File: config.mk
export PLATFORM = sky130hd
export DESIGN_NAME = div_result_bcd
export DESIGN_NICKNAME = d
export VERILOG_FILES = /design/src/rtl/div_result_bcd.sv
export SDC_FILE = /design/constraint.sdc
export NUM_CORES = 1
export LEC_CHECK = 0
export CAP_MARGIN = 10
export CORE_AREA = 3 3 71 73
export CTS_BUF_LIST = sky130_fd_sc_hd__clkbuf_2
export CTS_CLUSTER_DIAMETER = 80
export CTS_CLUSTER_SIZE = 25
export DETAILED_ROUTE_END_ITERATION = 8
export DIE_AREA = 0 0 74 76
export GPL_TIMING_DRIVEN = 0
export PLACE_DENSITY_LB_ADDON = 0.1
export SYNTH_ARGS = -nofsm -noshare
export SYNTH_HDL_FRONTEND = slang
export SYNTH_SLANG_ARGS = --single-unit
File: constraint.sdc
create_clock -name clk -period 1.75 [get_ports clk]
set_input_delay 0.525 -clock clk [delete_from_list [all_inputs] [get_ports clk]]
set_output_delay 0.525 -clock clk [all_outputs]
set_load 0.03 [all_outputs]
File: src/rtl/div_result_bcd.sv
`default_nettype none
// ============================================================================
//  Module      : div_result_bcd
//  Description : Result stage behind the non-restoring divider. Captures
//                quotient, remainder and error flags on the divider's done
//                pulse, converts Q and R to packed BCD with a sequential
//                double-dabble (one iteration per clock, both operands in
//                parallel) and presents the result on a valid/ready
//                handshake. Results arriving while busy are dropped and
//                flagged on a one-cycle drop pulse.
//  Revision    : 1.0 - initial release
// ============================================================================
module div_result_bcd #(
  parameter int unsigned WIDTH  = 5,
  parameter int unsigned DIGITS = 2
) (
  input  logic                  clk,
  input  logic                  rst,        // asynchronous, active low
  input  logic                  done,
  input  logic [WIDTH-1:0]      Q,
  input  logic [WIDTH-1:0]      R,
  input  logic                  OV,
  input  logic                  DivByZero,
  input  logic                  out_ready,
  output logic                  out_valid,
  output logic [4*DIGITS-1:0]   q_bcd,
  output logic [4*DIGITS-1:0]   r_bcd,
  output logic [1:0]            err,
  output logic                  busy,
  output logic                  drop
);

  // Counter only has to reach WIDTH, so it never wraps.
  localparam int unsigned C_CNT_W = $clog2(WIDTH + 1);
  localparam int unsigned C_BCD_W = 4 * DIGITS;
  // Count value during the final iteration; the counter lands on WIDTH.
  localparam logic [C_CNT_W-1:0] C_LAST_ITER = C_CNT_W'(WIDTH - 1);

  typedef enum logic [1:0] {
    S_IDLE = 2'd0,
    S_CONV = 2'd1,
    S_HOLD = 2'd2
  } state_t;

  state_t               r_state;
  state_t               w_state_nxt;

  // Working registers: binary shift registers and BCD accumulators.
  logic [WIDTH-1:0]     r_q_bin;
  logic [WIDTH-1:0]     r_r_bin;
  logic [C_BCD_W-1:0]   r_q_acc;
  logic [C_BCD_W-1:0]   r_r_acc;
  logic [C_CNT_W-1:0]   r_cnt;

  // Result registers seen by the consumer.
  logic [C_BCD_W-1:0]   r_q_bcd;
  logic [C_BCD_W-1:0]   r_r_bcd;
  logic [1:0]           r_err;
  logic                 r_drop;

  logic [C_BCD_W-1:0]   w_q_step;
  logic [C_BCD_W-1:0]   w_r_step;
  logic                 w_last_iter;
  logic                 w_flag_err;

  // One double-dabble iteration: add 3 to each digit >= 5, then shift the
  // accumulator left by one taking the binary MSB into the LSB.
  function automatic logic [C_BCD_W-1:0] dabble_step(
    input logic [C_BCD_W-1:0] bcd,
    input logic               bin_msb
  );
    logic [C_BCD_W-1:0] adj;
    for (int d = 0; d < int'(DIGITS); d++) begin
      if (bcd[4*d +: 4] >= 4'd5) begin
        adj[4*d +: 4] = bcd[4*d +: 4] + 4'd3;
      end else begin
        adj[4*d +: 4] = bcd[4*d +: 4];
      end
    end
    return {adj[C_BCD_W-2:0], bin_msb};
  endfunction

  assign w_q_step    = dabble_step(r_q_acc, r_q_bin[WIDTH-1]);
  assign w_r_step    = dabble_step(r_r_acc, r_r_bin[WIDTH-1]);
  assign w_last_iter = (r_cnt == C_LAST_ITER);
  assign w_flag_err  = OV | DivByZero;

  // State register.
  always_ff @(posedge clk or negedge rst) begin
    if (!rst) begin
      r_state <= S_IDLE;
    end else begin
      r_state <= w_state_nxt;
    end
  end

  // Next-state logic: errored results skip conversion and go straight to HOLD.
  always_comb begin
    w_state_nxt = r_state;
    case (r_state)
      S_IDLE: begin
        if (done) begin
          w_state_nxt = w_flag_err ? S_HOLD : S_CONV;
        end
      end
      S_CONV: begin
        if (w_last_iter) begin
          w_state_nxt = S_HOLD;
        end
      end
      S_HOLD: begin
        if (out_ready) begin
          w_state_nxt = S_IDLE;
        end
      end
      default: w_state_nxt = S_IDLE;
    endcase
  end

  // Capture, iterate and load the result registers on entry to HOLD.
  always_ff @(posedge clk or negedge rst) begin
    if (!rst) begin
      r_q_bin <= '0;
      r_r_bin <= '0;
      r_q_acc <= '0;
      r_r_acc <= '0;
      r_cnt   <= '0;
      r_q_bcd <= '0;
      r_r_bcd <= '0;
      r_err   <= 2'b00;
    end else begin
      case (r_state)
        S_IDLE: begin
          if (done) begin
            r_q_bin <= Q;
            r_r_bin <= R;
            r_q_acc <= '0;
            r_r_acc <= '0;
            r_cnt   <= '0;
            if (w_flag_err) begin
              r_q_bcd <= '0;
              r_r_bcd <= '0;
              r_err   <= {OV, DivByZero};
            end
          end
        end
        S_CONV: begin
          r_q_acc <= w_q_step;
          r_r_acc <= w_r_step;
          r_q_bin <= {r_q_bin[WIDTH-2:0], 1'b0};
          r_r_bin <= {r_r_bin[WIDTH-2:0], 1'b0};
          r_cnt   <= r_cnt + 1'b1;
          if (w_last_iter) begin
            r_q_bcd <= w_q_step;
            r_r_bcd <= w_r_step;
            r_err   <= 2'b00;
          end
        end
        default: begin
          // HOLD: everything stays put until the handshake.
        end
      endcase
    end
  end

  // Flag a done that arrives while a result is in flight or waiting.
  always_ff @(posedge clk or negedge rst) begin
    if (!rst) begin
      r_drop <= 1'b0;
    end else begin
      r_drop <= done && (r_state != S_IDLE);
    end
  end

  assign out_valid = (r_state == S_HOLD);
  assign busy      = (r_state != S_IDLE);
  assign q_bcd     = r_q_bcd;
  assign r_bcd     = r_r_bcd;
  assign err       = r_err;
  assign drop      = r_drop;

endmodule
`default_nettype wire
## Yosys cells after proc, flatten, opt, wreduce, memory -nomap -nowiden

Index checks and enable logic that the tools add are counted.

| cells by class | value |
|---|---|
| multiplexer cells | 28 |
| add/subtract/negate cells | 5 |
| bitwise logic cells | 1 |
| reductions and logical operators | 7 |
| magnitude comparators | 4 |
| eq/ne operators | 7 |

Operators with widths:

| cell | number |
|---|---|
| $pmux 8 s2 | 4 |
| $mux 8 | 5 |
| $pmux 5 s2 | 2 |
| $ge 4x3->1 const B | 4 |
| $mux 2 | 7 |
| $mux 5 | 2 |
| $mux 3 | 3 |
| $add 4x2->4 const B | 2 |
| $mux 4 | 2 |
| $ne 2x2->1 const B | 4 |
| $add 3x2->3 const B | 2 |
| $pmux 2 s3 | 1 |
| $pmux 3 s2 | 1 |
| $pmux 2 s2 | 1 |
| $reduce_and 4->1 | 1 |
| $reduce_bool 2->1 | 2 |
| $add 3x1->3 const B | 1 |
| $eq 3x3->1 const B | 1 |
| $reduce_and 3->1 | 1 |
| $eq 2x1->1 const B | 1 |
| $eq 2x2->1 const B | 1 |
| $logic_not 2->1 | 1 |
| $reduce_and 2->1 | 1 |
| $logic_and 1x1->1 | 1 |
| $or 1x1->1 | 1 |

| word-level totals | value |
|---|---|
| output and inout port bits | 21 |
| logic and storage cells | 62 |
| register bits after elaboration | 50 |
| bits of input ports | 16 |

## Longest topological paths before layout

| logic depth | value |
|---|---|
| depth in word-level cells | 4 |
| depth in mapped cells | 8 |
| depth with buffers taken out | 6 |

## Worst setup path before layout

No wires, ideal clock.

| path | value |
|---|---|
| kind | flip-flop to flip-flop |
| start point | reg r_cnt[0] |
| end point | reg r_q_bcd[5] (netlist: q_bcd[5]) |
| stages on the path, launching flop included | 8 |
| period minus slack after synthesis | 1.553 ns |
| arrival | 1.432 ns |
| required time | 1.629 ns |
| setup time | 0.121 ns |
| path slack | 0.197 ns |
| cells stage by stage | dfrtp_1 inv_1 ha_1 nand2_1 a211o_1 buf_6 buf_6 a22o_1 |

| between the ends | value |
|---|---|
| cells in the longest elaborated chain, start to end | 3 |

RTL lines:

| element | line | RTL |
|---|---|---|
| start: declaration | 53 | `logic [C_CNT_W-1:0] r_cnt;` |
| start signal: assignment | 152 | `r_cnt <= r_cnt + 1'b1;` |
| $eq 3x3->1 | 85 | `assign w_last_iter = (r_cnt == C_LAST_ITER);` |
| $ne 2x2->1 (no source line) | -- |  |
| $reduce_and 4->1 (no source line) | -- |  |
| end signal: assignment | 154 | `r_q_bcd <= w_q_step;` |
| end: declaration | 56 | `logic [C_BCD_W-1:0] r_q_bcd;` |

No other way between the ends.
A chain may end at the register's enable or synchronous reset.

## Final worst setup path

| path | value |
|---|---|
| start point | reg r_state[0] |
| end point | out busy |

| between the ends | value |
|---|---|
| cells in the longest elaborated chain, start to end | 1 |

RTL lines:

| element | line | RTL |
|---|---|---|
| start: declaration | 45 | `state_t r_state;` |
| start signal: assignment | 93 | `r_state <= w_state_nxt;` |
| $reduce_bool 2->1 | 176 | `assign busy = (r_state != S_IDLE);` |
| end: declaration | 29 | `output logic busy,` |

No other way between the ends.

==> flow_metrics.py <==
metrics = {
    "drt": {
        "routed_wl_um": 5720,
        "routed-wl-met3_um": 188,
        "drt-vias-per-instance": 5.59,
        "vias": 1934,
        "firstDrtPassIters": 4,
        "avgRoutedWirePerCell_um": 16.5,
        "met1_length_um": 2660,
        "routed.top_layer": "met4",
        "drc": 0,
        "dr_wl_met2_um": 2820,
        "drt_iter0_drc": 123,
        "antenna_left": 0,
    },
    "floorplanning": {
        "core_mm2": 0.00441,
        "start_util_pct": 54.6,
        "die_h_um": 76,
        "fp.dieArea_mm2": 0.00562,
        "die_x_um": 74,
        "boundaryPins": 37,
        "fp-row-count": 24,
    },
    "timing": {
        "hold_ws_ns": 0.00665,
        "fin_crit_ns": 1.86,
        "rsz0062_at_grt": "true",
        "relSlewSlack_pct": 68.4,
        "finalWorstSetupSlack_ns": -0.107,
        "worst_pin_slew_ns": 0.474,
        "clock_skew_ns": 0.0183,
        "finalSetupTns_ns": -1.20,
        "setup_violations": 18,
        "drv_slew": 0,
        "hold_viol_final": 0,
        "fmax_mhz": 539,
        "finalCritPeriodShare_pct": 106,
    },
    "setup_path": {
        "end_kind": "output port",
        "cpPeakStageDelay_ns": 0.51,
        "reg2reg_slack_ns": -0.10,
        "r2r_start": "r_state[0]$_DFFE_PN0P_",
        "cp_cell_sequence": "or2_4 -> buf_6",
        "path_class": "reg -> out",
        "ff2ff_path_depth": 7,
        "crit_arrival_ns": 1.33,
        "r2r_end": "q_bcd[5]$_DFFE_PN0P_",
        "crit_required_ns": 1.22,
        "start_kind": "register",
        "critPathMaxFanout": 5,
        "crit_path_top_delay_cell": "dfrtp_2",
    },
    "yosys": {
        "synthCells": 232,
        "synth_area_mm2": 0.00241,
        "synth_nets": 258,
        "syn_avg_cell_area_um2": 10.4,
        "yosys_warnings": 0,
        "yosysUniqueCellTypes": 30,
        "yosysSeqAreaShare_pct": 51.9,
        "synth-seq-cells": 50,
    },
    "clock_network": {
        "h-tree-depth": 2,
        "cts_buffers": 5,
        "cts_hold_buf": 0,
        "path_clk_slew_ns": 0.25,
        "numClockSinks": 50,
        "root_buffer": "clkbuf_2",
        "cts_tree": "done",
        "cts_max_path_buffers": 2,
        "clk_latency_ns": 0.42,
    },
    "global_route": {
        "grt_pass1_wl_um": 9140,
        "antenna_found_initial": 0,
        "grt_pass1_vias": 1840,
        "grt_max_degree": 32,
        "grt_usage_pct": 21.1,
        "grt_overflow": 0,
    },
    "cells_and_area": {
        "syn_to_final_growth_pct": 29.4,
        "drive_above_1_share_pct": 27.9,
        "nFillCells": 356,
        "num_antenna_cells": 0,
        "num-nets-final": 319,
    },
    "power_and_ir_drop": {
        "finalPower_mw": 4.18,
        "ir_drop_mv": 0.917,
        "powerDensity_mw_per_mm2": 1340,
        "leakage_nw": 1.49,
    },
    "outcome": {
        "violations": "setup timing",
        "status": "complete, but fails checks",
    },
    "worst_hold_path": {
        "hp-class": "in -> async",
    },
    "placement": {
        "io_buffers": 36,
        "gp_congestion": 0.738,
        "dp_hpwl_um": 3580,
    },
    "run": {
        "drv_cap": 0,
    },
}
## layout by cell type (no fill, tap or decap), types with 5 or more instances in the layout
| cell type | count |
|---|---|
| buf_6 | 5 |
| nand2b_1 | 6 |
| buf_4 | 13 |
| clkdlybuf4s50_1 | 14 |
| clkbuf_2 | 25 |
| mux2i_1 | 9 |
| inv_1 | 10 |
| a22o_1 | 10 |
| nor3b_1 | 6 |
| o21ai_0 | 20 |
| nand2_1 | 41 |
| a21oi_1 | 12 |
| ha_1 | 9 |
| dfrtp_1 | 47 |
## logic make-up after synthesis
kind of cell             share of synthesized area [%]
multiplexers                                      5.61
AND/OR/NAND/NOR                                   13.9
XOR/XNOR                                          1.45
buffers and inverters                             4.31
flip-flops                                        51.9
AO/OA/AOI/OAI                                     17.6
adder cells (fa/ha/maj)                           5.19
## area by class of cell
type                            instances  area, um2  share of cell area [%]
Sequential cell                        50       1250                    40.3
Multi-Input combinational cell        161       1150                    37.0
Timing Repair Buffer                   55        484                    15.5
Buffer                                  9       80.1                    2.57
Tap cell                               52       65.1                    2.09
Inverter                               11       41.3                    1.32
Clock buffer                            6       30.0                   0.963
Clock inverter                          2       8.76                   0.281
## synth_stat cells
master	count	area share, %
or2_2	1	0.26
nor2b_1	4	1.0
o31ai_2	4	2.1
nand3_1	1	0.21
nand2_1	45	7.0
xnor2_1	4	1.5
dfrtp_1	50	52
nor3_1	1	0.21
nand2b_1	7	1.8
o21ai_0	21	4.4
buf_2	2	0.42
buf_6	2	0.93
a211oi_1	4	1.2
clkbuf_1	4	0.62
a21oi_1	12	2.5
mux2i_1	9	3.7
o41ai_1	1	0.36
buf_4	2	0.62
o21bai_4	1	0.78
o21ai_1	5	1.0
a211o_1	1	0.36
and3_1	4	1.0
a21o_1	4	1.2
nor2_1	1	0.16
and2_1	1	0.26
nor3b_1	6	1.9
ha_1	10	5.2
mux2_1	4	1.9
inv_1	11	1.7
a22o_1	10	3.6
## timing repair
item                       4_1_cts  5_1_grt
pin swaps                        2        6
setup endpoints to repair       27       50
gates resized for setup         59       62
cloned                           2        1
hold endpoints to repair         0        0
buffers inserted                 1       14
## where the power goes
part	internal, mW	total, mW	switching [mW]
combinational	0.987	2.10	1.11
sequential	1.41	1.63	0.217
clock	0.0983	0.457	0.358
total	2.50	4.18	1.69
## through the flow
stage	instance area, um2	util (%)	setup WS (ns)	cells
finish	3120	70.6	-0.107	346
global route	3120	70.6	-0.183	346
CTS	2980	67.5	-0.164	332
detailed placement	2850	64.5	-0.492	321
global placement	2830	64.2	-1.33	320
floorplan	2410	-	0.197	232
## worst max path at each step
stage	cells past startpoint	slack (ns)	end	startpoint
finish	2	-0.11	busy	r_state[0]$_DFFE_PN0P_
global route	2	-0.18	busy	r_state[1]$_DFFE_PN0P_
CTS	2	-0.16	busy	r_state[1]$_DFFE_PN0P_
detailed placement	7	-0.49	r_bcd[3]$_DFFE_PN0P_	done
floorplan	7	0.20	q_bcd[5]$_DFFE_PN0P_	r_cnt[0]$_DFFE_PN0P_
global placement	1	-1.33	r_q_bin[0]$_DFFE_PN0P_	rst
## metal layers
| layer | vias to the layer above | track usage (%) |
|---|---|---|
| li1 | 926 | - |
| met1 | 965 | 31.1 |
| met2 | 36 | 32.5 |
| met3 | 7 | 2.90 |
| met4 | 0 | 5.43 |
| met5 | - | 0 |
## critical path, delay by kind of cell (launching register included)
kind | cells | cell delay, ns
buf+inv | 1 | 0.14
simple gates | 1 | 0.27
flops | 1 | 0.51
## registers in the layout, indices dropped and copies added, names as in the netlist
name / count
r_q_bin: 5
err: 2
drop: 1
r_r_bin: 5
r_r_acc: 8
q_bcd: 8
r_state: 2
r_q_acc: 8
r_cnt: 3
r_bcd: 8
Power figures use the tool's default switching activity.
